**src/rtl/cache_ctrl_fsm.sv**
```systemverilog
// Sequencing controller for a 2-way set-associative L1 cache: lookup, LRU upkeep,
// write-through and miss refill toward L2/RAM, plus saturating hit/miss statistics.
module cache_ctrl_fsm #(
    parameter int addr_width = 16,
    parameter int data_width = 32,
    parameter int idx_size   = 6,
    parameter int block_no   = 64,
    parameter int cnt_width  = 16
) (
    input  logic                  clk_i,
    input  logic                  rst_i,
    input  logic                  cpu_req_i,
    input  logic                  cpu_we_i,
    input  logic [addr_width-1:0] cpu_addr_i,
    input  logic [data_width-1:0] cpu_wdata_i,
    output logic [data_width-1:0] cpu_rdata_o,
    output logic                  cpu_ready_o,
    output logic                  busy_o,
    output logic [idx_size-1:0]   idx_o,
    input  logic                  hit_s1_i,
    input  logic                  hit_s2_i,
    input  logic                  valid_out_s1_i,
    input  logic                  valid_out_s2_i,
    input  logic [data_width-1:0] rdata_s1_i,
    input  logic [data_width-1:0] rdata_s2_i,
    output logic                  we_s1_o,
    output logic                  we_s2_o,
    output logic [data_width-1:0] fill_data_o,
    output logic                  mem_req_o,
    output logic                  mem_we_o,
    output logic [addr_width-1:0] mem_addr_o,
    output logic [data_width-1:0] mem_wdata_o,
    input  logic                  mem_ack_i,
    input  logic [data_width-1:0] mem_rdata_i,
    output logic [cnt_width-1:0]  hit_cnt_o,
    output logic [cnt_width-1:0]  miss_cnt_o,
    output logic                  err_o
);

    // state   | meaning
    // IDLE    | waiting for cpu_req_i
    // LOOKUP  | evaluate hit/valid for the latched index
    // MEM_WR  | write-through request, wait for ack
    // MEM_RD  | refill read request, wait for ack
    // FILL    | write refill data into the victim set
    // RESPOND | one-cycle cpu_ready_o pulse
    localparam logic [2:0] S_IDLE    = 3'd0;
    localparam logic [2:0] S_LOOKUP  = 3'd1;
    localparam logic [2:0] S_MEM_WR  = 3'd2;
    localparam logic [2:0] S_MEM_RD  = 3'd3;
    localparam logic [2:0] S_FILL    = 3'd4;
    localparam logic [2:0] S_RESPOND = 3'd5;

    logic [2:0]            state_q, state_d;
    logic [addr_width-1:0] addr_q, addr_d;
    logic                  we_q, we_d;
    logic [data_width-1:0] wdata_q, wdata_d;
    logic [data_width-1:0] rdata_q, rdata_d;
    logic [data_width-1:0] fill_q, fill_d;
    logic                  victim_q, victim_d;
    logic [block_no-1:0]   lru_q, lru_d;
    logic [cnt_width-1:0]  hit_cnt_q, hit_cnt_d;
    logic [cnt_width-1:0]  miss_cnt_q, miss_cnt_d;
    logic                  err_q, err_d;

    logic [idx_size-1:0]   idx;
    logic                  hit_any;

    assign idx     = addr_q[idx_size-1:0];
    assign hit_any = hit_s1_i | hit_s2_i;

    always_comb begin
        state_d    = state_q;
        addr_d     = addr_q;
        we_d       = we_q;
        wdata_d    = wdata_q;
        rdata_d    = rdata_q;
        fill_d     = fill_q;
        victim_d   = victim_q;
        lru_d      = lru_q;
        hit_cnt_d  = hit_cnt_q;
        miss_cnt_d = miss_cnt_q;
        err_d      = err_q;

        case (state_q)
            S_IDLE: begin
                if (cpu_req_i) begin
                    addr_d  = cpu_addr_i;
                    we_d    = cpu_we_i;
                    wdata_d = cpu_wdata_i;
                    state_d = S_LOOKUP;
                end
            end
            S_LOOKUP: begin
                if (hit_any) begin
                    // a double hit is resolved as set 1 and flagged
                    if (hit_s1_i && hit_s2_i) err_d = 1'b1;
                    lru_d[idx] = ~hit_s1_i;
                    if (hit_cnt_q != '1) hit_cnt_d = hit_cnt_q + cnt_width'(1);
                    if (we_q) begin
                        state_d = S_MEM_WR;
                    end else begin
                        rdata_d = hit_s1_i ? rdata_s1_i : rdata_s2_i;
                        state_d = S_RESPOND;
                    end
                end else begin
                    if (miss_cnt_q != '1) miss_cnt_d = miss_cnt_q + cnt_width'(1);
                    if (we_q) begin
                        state_d = S_MEM_WR;
                    end else begin
                        // victim encoding: 0 = set 1, 1 = set 2
                        if (!valid_out_s1_i)      victim_d = 1'b0;
                        else if (!valid_out_s2_i) victim_d = 1'b1;
                        else                      victim_d = ~lru_q[idx];
                        state_d = S_MEM_RD;
                    end
                end
            end
            S_MEM_WR: begin
                if (mem_ack_i) state_d = S_RESPOND;
            end
            S_MEM_RD: begin
                if (mem_ack_i) begin
                    fill_d  = mem_rdata_i;
                    rdata_d = mem_rdata_i;
                    state_d = S_FILL;
                end
            end
            S_FILL: begin
                lru_d[idx] = victim_q;
                state_d    = S_RESPOND;
            end
            S_RESPOND: state_d = S_IDLE;
            default:   state_d = S_IDLE;
        endcase
    end

    always_comb begin
        we_s1_o = 1'b0;
        we_s2_o = 1'b0;
        if (state_q == S_LOOKUP && we_q) begin
            we_s1_o = hit_s1_i;
            we_s2_o = hit_s2_i & ~hit_s1_i;
        end else if (state_q == S_FILL) begin
            we_s1_o = ~victim_q;
            we_s2_o = victim_q;
        end
    end

    assign fill_data_o = (state_q == S_LOOKUP) ? wdata_q : fill_q;
    assign cpu_rdata_o = rdata_q;
    assign cpu_ready_o = (state_q == S_RESPOND);
    assign busy_o      = (state_q != S_IDLE);
    assign idx_o       = idx;
    assign mem_req_o   = (state_q == S_MEM_WR) || (state_q == S_MEM_RD);
    assign mem_we_o    = (state_q == S_MEM_WR);
    assign mem_addr_o  = addr_q;
    assign mem_wdata_o = wdata_q;
    assign hit_cnt_o   = hit_cnt_q;
    assign miss_cnt_o  = miss_cnt_q;
    assign err_o       = err_q;

    always_ff @(posedge clk_i) begin
        if (rst_i) begin
            state_q    <= S_IDLE;
            addr_q     <= '0;
            we_q       <= 1'b0;
            wdata_q    <= '0;
            rdata_q    <= '0;
            fill_q     <= '0;
            victim_q   <= 1'b0;
            lru_q      <= '0;
            hit_cnt_q  <= '0;
            miss_cnt_q <= '0;
            err_q      <= 1'b0;
        end else begin
            state_q    <= state_d;
            addr_q     <= addr_d;
            we_q       <= we_d;
            wdata_q    <= wdata_d;
            rdata_q    <= rdata_d;
            fill_q     <= fill_d;
            victim_q   <= victim_d;
            lru_q      <= lru_d;
            hit_cnt_q  <= hit_cnt_d;
            miss_cnt_q <= miss_cnt_d;
            err_q      <= err_d;
        end
    end

endmodule
```
**config.mk**
```make
export PLATFORM = sky130hd
export DESIGN_NAME = cache_ctrl_fsm
export DESIGN_NICKNAME = d
export VERILOG_FILES = /design/src/rtl/cache_ctrl_fsm.sv
export SDC_FILE = /design/constraint.sdc
export NUM_CORES = 1
export LEC_CHECK = 0
export BUFFER_PORTS_ARGS = -buffer_cell sky130_fd_sc_hd__buf_2
export CAP_MARGIN = 0
export CORE_ASPECT_RATIO = 1.1
export CORE_MARGIN = 2
export CORE_UTILIZATION = 47
export CTS_CLUSTER_DIAMETER = 50
export DETAILED_ROUTE_END_ITERATION = 10
export GPL_TIMING_DRIVEN = 1
export PLACE_DENSITY = 0.83
export SLEW_MARGIN = 30
export SYNTH_ARGS = -nofsm -noshare
export SYNTH_HDL_FRONTEND = slang
export SYNTH_SLANG_ARGS = --single-unit
```
**constraint.sdc**
```tcl
create_clock -name clk_i -period 1.8 [get_ports clk_i]
set_input_delay 0 -clock clk_i [delete_from_list [all_inputs] [get_ports clk_i]]
set_output_delay 0 -clock clk_i [all_outputs]
set_load 0.02 [all_outputs]
```
# Yosys cells after proc, flatten, opt, wreduce, memory -nomap -nowiden
# Cells that the tools add are included.
# totals
reg_bits,214
input_bits,153
wordCells,78
output_inout_bits,157
# op_classes
eq_ne,12
n_lt_le_gt_ge,2
n_bitwise,7
muxes,27
n_reduce_logical,17
addsub,2
# op_table
operator,count
2-to-1 mux 32 bit,5
bitwise mux 64 bit,2
one-hot mux 64 bit (2 select lines),1
2-to-1 mux 64 bit,1
one-hot mux 32 bit (2 select lines),1
adder 16 x 1 -> 16 bit (second input constant),2
inequality test 16 bit (second input constant),2
2-to-1 mux 3 bit,5
one-hot mux 3 bit (5 select lines),1
AND reduction 3 bit,5
2-to-1 mux 1 bit,9
inequality test 2 bit (second input constant),4
< comparator 6 x 7 -> 1 bit (second input constant),1
binary-select mux 1 bit (select 6 bit),1
demux 1 bit (select 6 bit),1
equality test 3 x 2 -> 1 bit (second input constant),2
equality test 3 bit (second input constant),2
greater-or-equal comparator 6 x 1 -> 1 bit (second input constant),1
AND reduction 2 bit,3
NOT 1 bit,5
AND reduction 4 bit,1
nonzero test 2 bit,2
equality test 3 x 1 -> 1 bit (second input constant),1
logical AND 1 bit,3
6 further kinds,6

# Longest topological paths before layout
# depth
ltp_word,7
depth_mapped,8
mapped_depth_nobuf,6

# Worst setup path before layout
# OpenSTA, ideal clock, no wires.
# synth_path
path_type,flip-flop to flip-flop
from,register addr_q[2] (netlist: mem_addr_o[2])
to,register lru_q[44]
period_less_slack_ps,2099
path_buffers,3
stages_incl_launch_ff,9
setup_time_ps,132
setup_slack_ps,-299
t_required_ps,1668
arrival_ps,1966
cell_sequence,dfxtp_1 -> buf_2 -> inv_1 -> clkbuf_1 -> nor4_2 -> clkbuf_1 -> nand2_1 -> nand2_1 -> a21oi_1
# synth_via
elab_chain_cells,7
word_cells_on_any_way,9
cone_classes,2 x order compare; 6 x mux; 1 x reduce/logical
# synth_lines
item,line,rtl
"start, declared",55,"logic [addr_width-1:0] addr_q, addr_d;"
"start signal, assigned",178,addr_q <= addr_d;
< comparator 6 x 7 -> 1 bit (not written as such) / greater-or-equal comparator 6 x 1 -> 1 bit (equally long branches),"98, 130",
logical AND 1 bit (not written as such),"98, 130",
2-to-1 mux 1 bit (not written as such),"98, 130",
demux 1 bit (select 6 bit) (*),"98, 130",
bitwise mux 64 bit,98,lru_d[idx] = ~hit_s1_i;
2-to-1 mux 64 bit,95,if (hit_any) begin
one-hot mux 64 bit (2 select lines) (*),85,case (state_q)
"end signal, assigned",184,lru_q <= lru_d;
"end, declared",61,"logic [block_no-1:0] lru_q, lru_d;"
# Mark *: on every way between the ends. The rest lies on a longest branch, timed or not. The select of a mux whose other input is x is not followed.
# A chain may end at the register's enable or synchronous reset.

# Worst setup path after layout
# layout_path
from,register state_q[1]
to,output fill_data_o[11]
# layout_via
elab_chain_cells,2
# layout_lines
item,line,rtl
"start, declared",54,"logic [2:0] state_q, state_d;"
"start signal, assigned",177,state_q <= state_d;
equality test 3 x 1 -> 1 bit,150,assign fill_data_o = (state_q == S_LOOKUP) ? wdata_q : fill_q;
2-to-1 mux 32 bit,150,
"end, declared",28,"output logic [data_width-1:0] fill_data_o,"
# Every way passes these cells.

==> run summary <==
The flow ran to the end, but the final reports show violations. The final reports fail on negative setup slack. The analysis attributes to net switching a power of 0.00401 W. The tightest min-delay check is of the in2reg type.

The number of global-route vias before repair is 12400. By count the netlist is led by sky130_fd_sc_hd__nand2_1, sky130_fd_sc_hd__dfxtp_1, sky130_fd_sc_hd__a21oi_1. Length in cells of the worst reg-to-reg path: 4.

Counting distinct cell types in the post-synthesis netlist gives 55. The post-synthesis instance total is 1291, and the basic-gate share of the synthesized area counting and, or, nand and nor cells is 0.252. The logs give -190 ps for the worst reg-to-reg setup slack and 64.6 mm for the first-pass GRT wire length. The via count was 12900.

The overall die area was 0.0224 mm2; the power density over the cells was 833 mW/mm2. VDD sags by at most 0.906 mV. Setup repair after global routing could not meet its margin everywhere. For the highest clock rate, the log shows 0.497 GHz. The slew at the pin closest to its max-slew limit is 598 ps, and the post-route DRC violation count is 0. The run gives 1446 as the synthesized net count.

Largest area contributor in the netlist: sky130_fd_sc_hd__dfxtp_1. The time the worst path needs with I/O delays and setup was 2010 ps. The worst register-to-register path ends at miss_cnt_o[8]. sky130_fd_sc_hd__nand2_1 is the most common cell in the netlist. CTS saw 214 sinks. The first detailed-routing pass took 6 iterations. Data arrives at the worst endpoint at 2010 ps.

The fraction of power consumed by combinational cells came out at 0.236. Detailed placement finished with a half-perimeter wire length of 23.5 mm. The path with the worst hold slack has its endpoint at state_q[1].

Sequential group share of total power: 0.398. After clock tree synthesis, the clock-pin slew on the worst setup and hold paths is 60 ps. The reported leakage power came out at 6.49 nW.

The proportion of layout cells with a drive suffix above 1 was 0.325. The die span in x was 143 um. In this run the mean area of a mapped cell was 7.72 um2. Dividing the detail-routed wire length by the instance count gives 23.0 um.

The tools report the hold violation count in the final report as 0. The top cell type's share of synthesized area is 0.430, and the layout net count is 1931. The share of the clock period used by the worst path works out to 1.12. The tools report the number of top-level pins as 310. TritonCTS built the clock tree.

For the number of rows in the core area, the log shows 55. Startpoint of the most critical register-to-register path: state_q[2]. The logs give 0 for the final max-slew violation count and 0.366 for the power share of the clock group. In the post-synthesis netlist, the biggest area contributors are sky130_fd_sc_hd__dfxtp_1, sky130_fd_sc_hd__nand2_1, sky130_fd_sc_hd__a21oi_1, sky130_fd_sc_hd__mux2i_1, sky130_fd_sc_hd__mux2_2. At the later pin of the worst-skew pair, clock insertion delay measures 520 ps. The parity-gate share of the synthesized area counting xor and xnor cells was 0.0228. The area occupied by multi-input gates came out at 0.00559 mm2. For the initial standard-cell utilization of the core, the log shows 0.481. The internal power of the cells totals 0.00879 W.

After detailed routing, the total wire length is 47.8 mm. The proportion of total power due to net switching works out to 0.313. The startpoint of the tightest hold check path is hit_s1_i. In this run the vertical extent of the chip is 157 um.

For the initial antenna violation count, the log shows 6. The core box area is 0.0207 mm2. The share of flip-flops with an asynchronous set or reset is 0. The worst setup path is of the reg2out kind.

For the reported max-cap violation count, the log shows 0. Of all nets on the critical path, the largest fanout is 19. On the final layout, the worst clock skew is 19.8 ps.

The number of levels in the clock H-tree is 1, and the maximum number of pins on one net before global-route repair is 65. The antenna violation net count after detailed routing was 0. The buffer cell driving the clock tree root is sky130_fd_sc_hd__clkbuf_16. For the number of buffers on the longest clock path, the log shows 3.

The synthesized design contains 214 register bits. After synthesis, the largest family of logic cells by area is simple AND/OR/NAND/NOR gates. The worst hold path was traced through 4 stages. The tools report the headroom to the max-slew limit as 0.590.

After detailed routing, the number of vias per cell comes to 6.23. For this run the aggregate overflow at the end of global routing stands at 0. Fill cells in the final layout number 1233. The global-route total usage across every layer is 0.365, and the number of port buffers is 309.

STA classifies the critical path endpoint as a primary output. The count of synthesis-stage warnings from yosys came out at 0. The number of synthesized flops with an enable pin is 0.

Among all flip-flop cells after synthesis, the most frequent one is sky130_fd_sc_hd__dfxtp_1. Buffers inserted during clock tree synthesis total 25. The area growth from synthesis to layout was 54.1%; the worst setup slack after layout was -212 ps. The count of cells in the finished layout, fillers not included, comes to 2078. The fraction of synthesized area in multiplexers is 0.0803, and the sequential element share of the synthesized area is 0.430. The fraction of the mapped netlist area in compound gates came out at 0.163. The detailed router finished its first iteration with 1792 violations. The worst setup path is launched from a flop. The footprint of the flip-flops and latches was 0.00431 mm2. The post-synthesis cell area is 0.00997 mm2. For the overall power of the completed layout, the log shows 0.0128 W.

Data on the critical path is required at its endpoint by 1800 ps. The pre-CTS setup slack is -142 ps. Synthesized-area fraction occupied by adder cells: 0.00251. Counting tap cells, the placed design contains a total of 1874 instances.

Routability-driven placement finished with a final weighted congestion of 0.910. Setup violations remaining at the end of the flow were counted as 118.
==> power groups by stage <==
| stage | combinational (W) | sequential, W | clock [W] |
|---|---|---|---|
| 4_1_cts | 0.00260 | 0.00505 | 0.00465 |
| 2_1_floorplan | 0.00110 | 0.00532 | 0 |
| 5_1_grt | 0.00312 | 0.00510 | 0.00485 |
| 3_3_place_gp | 0.00218 | 0.00513 | 0 |
| 6_report | 0.00303 | 0.00509 | 0.00468 |
| 3_5_place_dp | 0.00222 | 0.00514 | 0 |
==> how the worst max path moves through the flow <==
stage                            to  depth (start not counted)  slack (ps)  startpoint
floorplan            miss_cnt_o[10]                          7        -210  state_q[1]
global placement      miss_cnt_o[8]                          4         -60  state_q[2]
detailed placement   miss_cnt_o[10]                          5        -140  state_q[2]
CTS                 fill_data_o[11]                          6        -190  state_q[1]
global route        cpu_rdata_o[25]                          8        -380  state_q[2]
finish              fill_data_o[11]                          6        -210  state_q[1]
==> cell families (layout without fill, tap and decap cells) <==
group / count (synthesis) / after routing
adders and majority gates: 2 / 2
xor gates and xnor gates: 26 / 26
other: 0 / 5
DFF: 214 / 214
and+or+nand+nor: 574 / 574
AOI/OAI and AO/OA: 278 / 278
buffers and inverters: 121 / 618
muxes: 76 / 76
==> repair_timing <==
| item | 4_1_cts | 5_1_grt |
|---|---|---|
| endpoints found under the hold margin | 153 | 0 |
| cloned | 2 | 6 |
| buffers inserted | 5 | 5 |
| setup endpoints to repair | 106 | 225 |
| gates resized for setup | 52 | 75 |
| hold buffers | 143 | 0 |
| pin swaps | 10 | 29 |
==> metrics by stage <==
| step | utilization | instance area (um2) | TNS, ps | hold WS (ps) |
|---|---|---|---|---|
| floorplan | - | 10100 | -5650 | 101 |
| global placement | 0.601 | 12500 | -323 | 221 |
| detailed placement | 0.601 | 12500 | -1650 | 216 |
| CTS | 0.717 | 14900 | -5950 | 5.46 |
| global route | 0.742 | 15400 | -18080 | 108 |
| finish | 0.742 | 15400 | -10010 | 41.4 |
==> metal layers <==
layer | wire, um | global-route usage | up-vias
li1 | - | - | 5394
met1 | 15200 | 0.394 | 5860
met2 | 21900 | 0.618 | 1215
met3 | 6230 | 0.101 | 480
met4 | 4460 | 0.258 | 0
met5 | 0 | 0 | -
==> worst max-delay path, cell delays in order (launching register included) <==
cell and delay [ps]:
sky130_fd_sc_hd__dfxtp_2 320, sky130_fd_sc_hd__nand2b_4 140, sky130_fd_sc_hd__buf_6 120, sky130_fd_sc_hd__nor2_4 140, sky130_fd_sc_hd__buf_12 200, sky130_fd_sc_hd__mux2_2 370
sky130_fd_sc_hd__buf_2 180
==> layout by cell type (no fill, tap or decap), types with 30 or more instances in the layout <==
cell type and instances:
sky130_fd_sc_hd__a21oi_1 178, sky130_fd_sc_hd__buf_2 295, sky130_fd_sc_hd__buf_4 87, sky130_fd_sc_hd__clkbuf_16 31, sky130_fd_sc_hd__dfxtp_1 199, sky130_fd_sc_hd__dlygate4sd3_1 143, sky130_fd_sc_hd__mux2_2 30, sky130_fd_sc_hd__mux2i_1 42
sky130_fd_sc_hd__nand2_1 374, sky130_fd_sc_hd__nand3_1 69, sky130_fd_sc_hd__nor2_1 45, sky130_fd_sc_hd__o211ai_1 33
==> state kept, by name, summed over array words and instances (netlist names) <==
name,flops
miss_cnt_o,16
fill_q,32
lru_q,64
cpu_rdata_o,32
state_q,3
mem_addr_o,16
hit_cnt_o,16
victim_q,1
we_q,1
err_o,1
mem_wdata_o,32
==> cell type report <==
cell class | count | area share
diodes | 5 | 0.000814
clock buffers | 31 | 0.0435
clock inverters | 8 | 0.00391
inverters | 8 | 0.00195
multi-input cells | 956 | 0.364
flip-flops and latches | 214 | 0.280
well taps | 285 | 0.0232
repair buffers | 571 | 0.282
Power figures use the tool's default switching activity.
